## config.mk

```make
export PLATFORM = sky130hd
export DESIGN_NAME = shared_adder_arbiter_flat
export DESIGN_NICKNAME = d
export VERILOG_FILES = /design/src/rtl/shared_adder_pkg.sv /design/src/rtl/shared_adder_arbiter_if.sv /design/src/rtl/shared_adder_arbiter_rr_pick.sv /design/src/rtl/shared_adder_arbiter.sv /design/src/flat_wrapper.sv
export SDC_FILE = /design/constraint.sdc
export NUM_CORES = 1
export LEC_CHECK = 0
export BUFFER_PORTS_ARGS = -buffer_cell sky130_fd_sc_hd__buf_4
export CAP_MARGIN = 40
export CORE_UTILIZATION = 45
export CTS_CLUSTER_SIZE = 12
export DETAILED_ROUTE_END_ITERATION = 7
export PLACE_DENSITY = 0.72
export SYNTH_ARGS = -nofsm -noshare
export SYNTH_HDL_FRONTEND = slang
export SYNTH_SLANG_ARGS = --single-unit
```

## constraint.sdc

```tcl
create_clock -name i_clk -period 4 [get_ports i_clk]
set_clock_uncertainty 0.05 [all_clocks]
set_input_delay 0.8 -clock i_clk [delete_from_list [all_inputs] [get_ports i_clk]]
set_output_delay 0.8 -clock i_clk [all_outputs]
set_load 0.01 [all_outputs]
```

## src/rtl/shared_adder_pkg.sv

```systemverilog
// Shared types and helpers for the shared add/sub arbiter.
// Holds the FSM encoding, default sizing and the requester-index width function.
package shared_adder_pkg;

    localparam int DEF_WIDTH   = 32;
    localparam int DEF_NUM_REQ = 3;

    typedef enum logic {
        S_IDLE = 1'b0,
        S_ADD  = 1'b1
    } state_t;

    // Index width for n requesters; never narrower than one bit.
    function automatic int calc_id_w(input int n);
        return (n > 1) ? $clog2(n) : 1;
    endfunction

endpackage

```

## src/rtl/shared_adder_arbiter_if.sv

```systemverilog
// Request/result bundle between the requesters (master) and the shared adder (slave).
interface shared_adder_arbiter_if
    import shared_adder_pkg::*;
#(
    parameter int WIDTH   = DEF_WIDTH,
    parameter int NUM_REQ = DEF_NUM_REQ
);
    localparam int ID_W = calc_id_w(NUM_REQ);

    logic [NUM_REQ-1:0]       req;
    logic [NUM_REQ-1:0]       sub;
    logic [NUM_REQ*WIDTH-1:0] op_a;
    logic [NUM_REQ*WIDTH-1:0] op_b;
    logic [NUM_REQ-1:0]       gnt;
    logic [NUM_REQ-1:0]       valid;
    logic [WIDTH-1:0]         result;
    logic [ID_W-1:0]          id;
    logic                     busy;

    modport master (
        output req, sub, op_a, op_b,
        input  gnt, valid, result, id, busy
    );

    modport slave (
        input  req, sub, op_a, op_b,
        output gnt, valid, result, id, busy
    );

endinterface

```

## src/rtl/shared_adder_arbiter_rr_pick.sv

```systemverilog
// Winner selection over the pending vector. With SHARED_ADDER_RR_EN the search starts
// at rr_ptr (masked encoder, falling back to unmasked); otherwise lowest index wins.
module shared_adder_arbiter_rr_pick
    import shared_adder_pkg::*;
#(
    parameter int NUM_REQ = DEF_NUM_REQ,
    parameter int ID_W    = calc_id_w(NUM_REQ)
)
(
    input  logic [NUM_REQ-1:0] pend,
`ifdef SHARED_ADDER_RR_EN
    input  logic [ID_W-1:0]    rr_ptr,
`endif
    output logic [NUM_REQ-1:0] win_onehot,
    output logic [ID_W-1:0]    win_idx,
    output logic               win_valid
);

    logic [NUM_REQ-1:0] sel_s;
`ifdef SHARED_ADDER_RR_EN
    logic [NUM_REQ-1:0] mask_s;
    logic [NUM_REQ-1:0] masked_s;
`endif

    function automatic logic [ID_W-1:0] lowest_idx(input logic [NUM_REQ-1:0] vec);
        logic [ID_W-1:0] idx;
        idx = {ID_W{1'b0}};
        for (int i = NUM_REQ - 1; i >= 0; i--) begin
            if (vec[i]) begin
                idx = ID_W'(i);
            end else begin
                idx = idx;
            end
        end
        return idx;
    endfunction

    // Choose the candidate vector, then encode the lowest set bit.
    always_comb begin
`ifdef SHARED_ADDER_RR_EN
        mask_s = {NUM_REQ{1'b0}};
        for (int i = 0; i < NUM_REQ; i++) begin
            mask_s[i] = (ID_W'(i) >= rr_ptr);
        end
        masked_s = pend & mask_s;
        if (masked_s != {NUM_REQ{1'b0}}) begin
            sel_s = masked_s;
        end else begin
            sel_s = pend;
        end
`else
        sel_s = pend;
`endif
        win_valid = |pend;
        win_idx   = lowest_idx(sel_s);
        if (win_valid) begin
            win_onehot = NUM_REQ'(1'b1) << win_idx;
        end else begin
            win_onehot = {NUM_REQ{1'b0}};
        end
    end

endmodule

```

## src/rtl/shared_adder_arbiter.sv

```systemverilog
// One WIDTH-bit add/sub datapath shared by NUM_REQ requesters: pulses are latched as
// pending bits, one winner per two cycles. Build option: SHARED_ADDER_RR_EN (round-robin).
module shared_adder_arbiter
    import shared_adder_pkg::*;
#(
    parameter int WIDTH   = DEF_WIDTH,
    parameter int NUM_REQ = DEF_NUM_REQ
)
(
    input  logic                  i_clk,
    input  logic                  i_rst_n,
    shared_adder_arbiter_if.slave bus
);

    localparam int ID_W = calc_id_w(NUM_REQ);

    state_t             state_r;
    logic [NUM_REQ-1:0] pend_r;
    logic [WIDTH-1:0]   op_a_r;
    logic [WIDTH-1:0]   op_b_r;
    logic               sub_r;
    logic [ID_W-1:0]    id_r;
    logic [NUM_REQ-1:0] gnt_r;
    logic [NUM_REQ-1:0] valid_r;
    logic [WIDTH-1:0]   result_r;
    logic [ID_W-1:0]    out_id_r;
`ifdef SHARED_ADDER_RR_EN
    logic [ID_W-1:0]    rr_ptr_r;
`endif

    logic [NUM_REQ-1:0] win_onehot_s;
    logic [ID_W-1:0]    win_idx_s;
    logic               win_valid_s;
    logic [NUM_REQ-1:0] clr_s;
    logic [WIDTH-1:0]   sum_s;
    logic               busy_s;

    shared_adder_arbiter_rr_pick #(
        .NUM_REQ (NUM_REQ),
        .ID_W    (ID_W)
    ) u_rr_pick (
        .pend       (pend_r),
`ifdef SHARED_ADDER_RR_EN
        .rr_ptr     (rr_ptr_r),
`endif
        .win_onehot (win_onehot_s),
        .win_idx    (win_idx_s),
        .win_valid  (win_valid_s)
    );

    // Pending clear mask, adder with operand-B inversion, and busy flag.
    always_comb begin
        if (state_r == S_IDLE) begin
            clr_s = win_onehot_s;
        end else begin
            clr_s = {NUM_REQ{1'b0}};
        end
        sum_s  = op_a_r + (sub_r ? ~op_b_r : op_b_r) + {{(WIDTH-1){1'b0}}, sub_r};
        busy_s = (state_r != S_IDLE) || (pend_r != {NUM_REQ{1'b0}});
    end

    // Arbitration FSM, request capture and registered result outputs.
    always_ff @(posedge i_clk or negedge i_rst_n) begin
        if (!i_rst_n) begin
            state_r  <= S_IDLE;
            pend_r   <= {NUM_REQ{1'b0}};
            op_a_r   <= {WIDTH{1'b0}};
            op_b_r   <= {WIDTH{1'b0}};
            sub_r    <= 1'b0;
            id_r     <= {ID_W{1'b0}};
            gnt_r    <= {NUM_REQ{1'b0}};
            valid_r  <= {NUM_REQ{1'b0}};
            result_r <= {WIDTH{1'b0}};
            out_id_r <= {ID_W{1'b0}};
`ifdef SHARED_ADDER_RR_EN
            rr_ptr_r <= {ID_W{1'b0}};
`endif
        end else begin
            gnt_r   <= {NUM_REQ{1'b0}};
            valid_r <= {NUM_REQ{1'b0}};
            // A pulse landing on its own grant edge re-arms the pending bit.
            pend_r  <= (pend_r & ~clr_s) | bus.req;
            case (state_r)
                S_IDLE: begin
                    if (win_valid_s) begin
                        op_a_r  <= bus.op_a[win_idx_s*WIDTH +: WIDTH];
                        op_b_r  <= bus.op_b[win_idx_s*WIDTH +: WIDTH];
                        sub_r   <= bus.sub[win_idx_s];
                        id_r    <= win_idx_s;
                        gnt_r   <= win_onehot_s;
                        state_r <= S_ADD;
`ifdef SHARED_ADDER_RR_EN
                        if (win_idx_s == ID_W'(NUM_REQ - 1)) begin
                            rr_ptr_r <= {ID_W{1'b0}};
                        end else begin
                            rr_ptr_r <= win_idx_s + ID_W'(1'b1);
                        end
`endif
                    end
                end
                S_ADD: begin
                    result_r <= sum_s;
                    out_id_r <= id_r;
                    valid_r  <= NUM_REQ'(1'b1) << id_r;
                    state_r  <= S_IDLE;
                end
                default: begin
                    state_r <= S_IDLE;
                end
            endcase
        end
    end

    assign bus.gnt    = gnt_r;
    assign bus.valid  = valid_r;
    assign bus.result = result_r;
    assign bus.id     = out_id_r;
    assign bus.busy   = busy_s;

endmodule

```

## src/flat_wrapper.sv

```systemverilog
// flat-port wrapper written by rule: the top's interface ports become plain ports
module shared_adder_arbiter_flat import shared_adder_pkg::*;
#(
    parameter int WIDTH   = DEF_WIDTH,
    parameter int NUM_REQ = DEF_NUM_REQ
)
  (i_clk, i_rst_n, bus_req, bus_sub, bus_op_a, bus_op_b, bus_gnt, bus_valid, bus_result, bus_id, bus_busy);
  shared_adder_arbiter_if #(.WIDTH(WIDTH), .NUM_REQ(NUM_REQ)) bus_i ();
  input  logic i_clk;
  input  logic i_rst_n;
  input wire logic [$bits(bus_i.req)-1:0] bus_req;
  input wire logic [$bits(bus_i.sub)-1:0] bus_sub;
  input wire logic [$bits(bus_i.op_a)-1:0] bus_op_a;
  input wire logic [$bits(bus_i.op_b)-1:0] bus_op_b;
  output wire logic [$bits(bus_i.gnt)-1:0] bus_gnt;
  output wire logic [$bits(bus_i.valid)-1:0] bus_valid;
  output wire logic [$bits(bus_i.result)-1:0] bus_result;
  output wire logic [$bits(bus_i.id)-1:0] bus_id;
  output wire logic [$bits(bus_i.busy)-1:0] bus_busy;
  assign bus_i.req = bus_req;
  assign bus_i.sub = bus_sub;
  assign bus_i.op_a = bus_op_a;
  assign bus_i.op_b = bus_op_b;
  assign bus_gnt = bus_i.gnt;
  assign bus_valid = bus_i.valid;
  assign bus_result = bus_i.result;
  assign bus_id = bus_i.id;
  assign bus_busy = bus_i.busy;
  shared_adder_arbiter #(.WIDTH(WIDTH), .NUM_REQ(NUM_REQ)) u_core (.i_clk(i_clk), .i_rst_n(i_rst_n), .bus(bus_i));
endmodule
```

==> results of run 1 <==
[per-stage QoR]
step | hold WS (ps) | util [%] | power (mW) | cell area, µm² | cells
2_1_floorplan | 403.8 | - | 2.542 | 7308 | 842
3_3_place_gp | 416.0 | 58.47 | 3.230 | 9288 | 1249
3_5_place_dp | 421.3 | 58.59 | 3.262 | 9308 | 1250
4_1_cts | 418.7 | 60.45 | 4.170 | 9603 | 1266
5_1_grt | 439.4 | 60.45 | 4.423 | 9603 | 1266
6_report | 399.1 | 60.45 | 4.145 | 9603 | 1266
[flip-flops by register name (all words and copies together) (netlist names)]
signal / cells
u_core.bus.gnt: 3
u_core.bus.id: 2
u_core.bus.result: 32
u_core.bus.valid: 3
u_core.id_r: 2
u_core.op_a_r: 32
u_core.op_b_r: 32
u_core.pend_r: 3
u_core.state_r: 1
u_core.sub_r: 1
[cell families (layout without fill, tap and decap cells)]
logic type      Yosys count  in the layout  share of synthesized area [%]
compound gates          248            248                          19.33
simple gates            233            233                          13.59
flops                   111            111                          38.01
mux                      90             90                          12.69
buf+inv                  69            277                          3.629
xor+xnor                 57             57                          6.831
fa+ha+maj                34             34                          5.924
[area by class of cell]
class                   instances  area [µm²]
fillers                      1482        6282
flip-flops and latches        111        2779
well taps                     216       270.3
clock inverters                 7       70.07
multi-input cells             662        4278
clock buffers                   9       225.2
inverters                      11       41.29
repair buffers                250        1939
[layout by cell type (no fill, tap or decap), types with 2 or more instances in the layout]
cell / synthesis / layout
a211o_1: 2 / 2
a211oi_1: 5 / 5
a21o_1: 18 / 18
a21oi_1: 106 / 106
a31o_2: 3 / 3
a31oi_1: 2 / 2
and3_1: 3 / 3
buf_12: 0 / 5
buf_4: 0 / 245
clkbuf_16: 0 / 9
clkinv_2: 0 / 3
dfrtp_1: 111 / 110
ha_1: 33 / 33
inv_1: 11 / 11
inv_6: 0 / 2
mux2_2: 21 / 21
mux2i_1: 69 / 69
nand2_1: 92 / 92
nand2b_1: 4 / 4
nand3_1: 8 / 8
nand4_1: 12 / 12
nor2_1: 91 / 91
nor2b_1: 3 / 2
nor3_1: 7 / 7
nor3b_1: 4 / 4
o211a_1: 2 / 2
o211ai_1: 9 / 9
o21a_1: 3 / 3
o21ai_0: 85 / 85
o21bai_1: 6 / 6
o31ai_1: 2 / 2
or3_1: 2 / 2
xnor2_1: 20 / 20
xor2_1: 37 / 37
[worst max-delay path: stages, from the launching register on]
cell and delay, ps:
dfrtp_1 400, buf_4 210, xor2_1 180, ha_1 370, nand4_1 140, o221a_4 280, or4_4 550, a21o_1 230
o31ai_2 270, xor2_1 100, mux2_2 270
[path summary, 6_finish.rpt]
kind	from	to	slack (ps)	depth (start not counted)
worst max register to register	u_core.sub_r$_DFFE_PN0P_	u_core.bus.result[23]$_DFFE_PN0P_	850	10
worst min-delay path	i_rst_n	u_core.bus.valid[1]$_DFF_PN0_	400	1
max in group asynchronous	i_rst_n	u_core.op_b_r[2]$_DFFE_PN0P_	2740	2
min in group i_clk	u_core.bus.result[6]$_DFFE_PN0P_	u_core.bus.result[6]$_DFFE_PN0P_	430	1
worst max-delay path	u_core.sub_r$_DFFE_PN0P_	u_core.bus.result[23]$_DFFE_PN0P_	850	10
worst min register to register	u_core.bus.result[6]$_DFFE_PN0P_	u_core.bus.result[6]$_DFFE_PN0P_	430	1
[metal layers]
layer | vias to the layer above | track usage [%] | wire (µm)
li1 | 3356 | - | -
met1 | 3005 | 33.95 | 9132
met2 | 200 | 38.46 | 8959
met3 | 18 | 2.973 | 1005
met4 | 0 | 6.772 | 284
met5 | - | 0 | 0
[report_power, final]
group / internal (mW) / leakage (nW) / switching, mW
sequential: 1.34 / 1.30 / 0.151
combinational: 0.873 / 3.32 / 0.875
clock: 0.487 / 0.146 / 0.415
total: 2.70 / 4.77 / 1.44
==> metrics.txt, run 1 <==
status finished, final reports clean; Synth top cells by count dfrtp_1 (111), a21oi_1 (106), nand2_1 (92), nor2_1 (91), o21ai_0 (85); RSZ-0062 raised after global routing false; Critical Path Fanout Max 12; Worst-Margin Slew 798.8 ps; Area contributors post-synth dfrtp_1 (38%), mux2i_1 (9.5%), a21oi_1 (7.3%); die height 129.4 µm; crit start category flip-flop; core area 15890 µm²; clock sinks 111; fin. max-slew vios 0; Setup CP Type flip-flop to flip-flop; top-count cell post-synth dfrtp_1; share of cells above drive strength 1 between 20% and 30%; P&R area growth vs syn 31.40%; EDFF count, synth 0; # setup viols final 0; chip width 129.4 µm; gp weighted congestion 0.8320; register area share after synthesis 38.01%; diodes inserted 0; leading area contributor after synthesis dfrtp_1; initial antenna violation count 0; Cell variety after synth 43; # port buffers 240; drt drc 0; setup TNS 0 ps; GRT overflow 0; First DRT Iteration DRCs 279; yosys warns 0; nets@finish 1279; number of nets still failing antenna checks after routing 0; CP required 4190 ps; Fin. Hold Viols 0; setup slack at placement 861.2 ps; synthesized area 7308 µm²; Max-Cap Viols 0; DR pass1 iterations 5; largest net degree at the start of global routing 87; endpoint class of the critical path flip-flop; hold_buf cts 0; Final period util 78.66%; CTS Buffer Depth 2; clock root cell clkbuf_16; floorplan row count 46; Fmax achieved 317.8 MHz; Routed WL 19380 µm; die area 16750 µm²; drt via density 5.197; Max H-tree Level 3; via count 6579; clock slew at reported path FFs roughly 70 ps; clk_lat worst skew 360 ps; vias in the first global route 6244; #FFs+latches synth 111; Mapped Nets 1076; worst vdd ir 0.0002337 V; max-slew headroom at the worst pin around 47%; CTS Buf Count 9; wire length per cell 15.31 µm; Resize count post-CTS 0; share of the synthesized area in the top cell type between 30% and 40%; Initial Util 46.01%; # IOs 241; CTS tree yes; post-synthesis cell count 842; Synth Area per Inst 8.680 µm²; asr flop ratio synth 100.0%; Hold Path Class input pin to asynchronous set/reset pin; Power Density roughly 430 nW/µm²; Leakage approximately 4.8 nW; min Tclk post-route 3146 ps; first-pass GRT wire length 30980 µm; setup repair bufs after CTS 0; final worst slack 853.7 ps; DP HPWL 15490 µm; most common flop cell mapped by yosys dfrtp_1; arrival time of the worst setup path 3340 ps; All-Layer GR Usage a little under a quarter
Note: power is estimated with default switching activity, not from simulation.
==> run 2, diff against run 1 <==
Clock period 4 ns to 3.15 ns, I/O delays scaled along.
==> metrics.txt, run 2 (synthesis results as in run 1) <==
final instance area 9763 µm² (+1.7%); CP required 3340 ps (-850 ps); chip width 129.4 µm (unchanged); die area 16750 µm² (unchanged); hold_buf cts 0 (unchanged); setup TNS 0 ps (unchanged); status finished, final reports clean; Power Density 542.2 nW/µm² (+26%); clock slew at reported path FFs 80 ps (about the same); Leakage 4.860 nW (+1.8%); floorplan row count 46 (unchanged); share of cells above drive strength 1 29.81% (+1.4 points); First DRT Iteration DRCs 420 (+51%); Initial Util 46.01% (unchanged); Max-Cap Viols 0 (unchanged); Max H-tree Level 3 (unchanged); Fmax achieved 327.4 MHz (+3.0%); crit start category flip-flop; WHS 269.2 ps (-129.9 ps); first-pass GRT wire length 30880 µm (-0.31%); commonest non-fill, non-tap cells in the layout buf_4 (264), dfrtp_1 (110), a21oi_1 (104); Critical Path Fanout Max 11 (-1); CTS Buf Count 9 (unchanged); Flop pwr share 35.9% (-0.2 points); Setup CP Type flip-flop to flip-flop; Routed WL 19770 µm (+2.0%); DR pass1 iterations 4 (-1); Hold Path Class input pin to asynchronous set/reset pin; max-slew headroom at the worst pin 50.67% (+4.0 points); wire length per cell 15.37 µm (+0.41%); Final period util 96.95% (+18 points); Fin. Hold Viols 0 (unchanged); # port buffers 240 (unchanged); clock root cell clkbuf_16; die height 129.4 µm (unchanged); core area 15890 µm² (unchanged); Net Sw Frac 35.39% (+0.63 points); All-Layer GR Usage 23.73% (-0.21 points); r2r startpoint u_core.sub_r$_DFFE_PN0P_; RR Endpoint u_core.bus.result[19]$_DFFE_PN0P_; vias in the first global route 6278 (+0.54%); most common cell after layout, fill and taps aside buf_4; drt drc 0 (unchanged); drt via density 5.184 (-0.24%); arrival time of the worst setup path 3240 ps (-100 ps); DP HPWL 15550 µm (+0.36%); Worst-Margin Slew 739.9 ps (-58.88 ps); gp weighted congestion 0.9343 (+12%); clock share of power 20.6% (-1.1 points); placement-stage cell area 9404 µm² (+1.0%); largest net degree at the start of global routing 91 (+4.6%); worst vdd ir 0.0003030 V (+30%); switching power 1.873 mW (+30%); endpoint class of the critical path flip-flop; P_int 3.421 mW (+26%); Comb pwr share 43.5% (+1.3 points); nets@finish 1299 (+1.6%); fin. max-slew vios 0 (unchanged); clock sinks 111 (unchanged); worst reg2reg path depth 10 (unchanged); initial antenna violation count 0 (unchanged); number of nets still failing antenna checks after routing 0 (unchanged); P&R area growth vs syn 33.59%; R2R setup slack 100 ps (-760 ps); via count 6667 (+1.3%); GRT overflow 0 (unchanged); # IOs 241 (unchanged); CTS tree yes; CTS Buffer Depth 2 (unchanged); min Tclk post-route 3054 ps (-92.36 ps); diodes inserted 0 (unchanged); clk_lat worst skew 360 ps (about the same); # setup viols final 0 (unchanged)
==> run 2: cell count changes in the layout (fill, tap and decap cells not counted), sizes merged <==
cell,previous run,this run
buf,250,269
clkbuf,9,12
clkinv,3,0
bufinv,1,0
clkinvlp,1,2
inv,13,14
==> run 2: worst max path at each step <==
stage,start,cells past startpoint,endpoint,slack (ps)
6_report,u_core.sub_r$_DFFE_PN0P_,10,u_core.bus.result[19]$_DFFE_PN0P_,100
5_1_grt,u_core.sub_r$_DFFE_PN0P_,10,u_core.bus.result[23]$_DFFE_PN0P_,-2
4_1_cts,u_core.sub_r$_DFFE_PN0P_,10,u_core.bus.result[23]$_DFFE_PN0P_,30
3_5_place_dp,u_core.sub_r$_DFFE_PN0P_,10,u_core.bus.result[27]$_DFFE_PN0P_,4
3_3_place_gp,u_core.sub_r$_DFFE_PN0P_,10,u_core.bus.result[27]$_DFFE_PN0P_,80
2_1_floorplan,u_core.sub_r$_DFFE_PN0P_,11,u_core.bus.result[23]$_DFFE_PN0P_,100
==> run 2: layout make-up <==
class,count,area [µm²]
tap,216,270.3
multi-input combinational,662,4292
clock buffer,11,232.7
inverter,11,41.29
clock inverter,5,41.29
fill,1473,6122
sequential,111,2779
timing repair buffer,270,2107
==> run 2: worst max-delay path, cell delays in order (launching register included) <==
cell	delay [ps]
dfrtp_2	440
buf_12	160
xor2_1	160
ha_1	370
nand4_1	140
o221a_4	260
or4_4	550
a21o_1	210
o21bai_1	210
xor2_1	110
mux2_2	270
==> run 2: power groups by stage <==
stage | sequential [mW] | combinational [mW] | clock, mW
5_1_grt | 1.93 | 2.53 | 1.16
3_3_place_gp | 1.92 | 2.21 | 0
4_1_cts | 1.90 | 2.27 | 1.10
3_5_place_dp | 1.93 | 2.25 | 0
2_1_floorplan | 1.97 | 1.26 | 0
6_report | 1.90 | 2.30 | 1.09
==> run 2: stage by stage <==
stage / util, % / worst slack (ps) / total power, mW / std cells
after detailed placement: 59.20 / 4.401 / 4.177 / 1263
after global placement: 59.20 / 79.94 / 4.133 / 1263
after global routing: 61.46 / -1.567 / 5.627 / 1286
after CTS: 60.95 / 31.00 / 5.272 / 1279
after floorplan: - / 104.4 / 3.229 / 842
final: 61.46 / 96.03 / 5.294 / 1286
==> run 2: what timing repair did <==
action,4_1_cts,5_1_grt
endpoints found under the setup margin,1,6
buffers inserted,0,6
pin swaps,0,7
gates cloned,0,1
resized for setup,1,4
==> run 2: layer usage <==
layer	vias up	global-route usage [%]	routed length [µm]
li1	3382	-	-
met1	3063	32.85	9404
met2	194	38.05	9056
met3	28	3.262	858
met4	0	8.413	449
met5	-	0	0
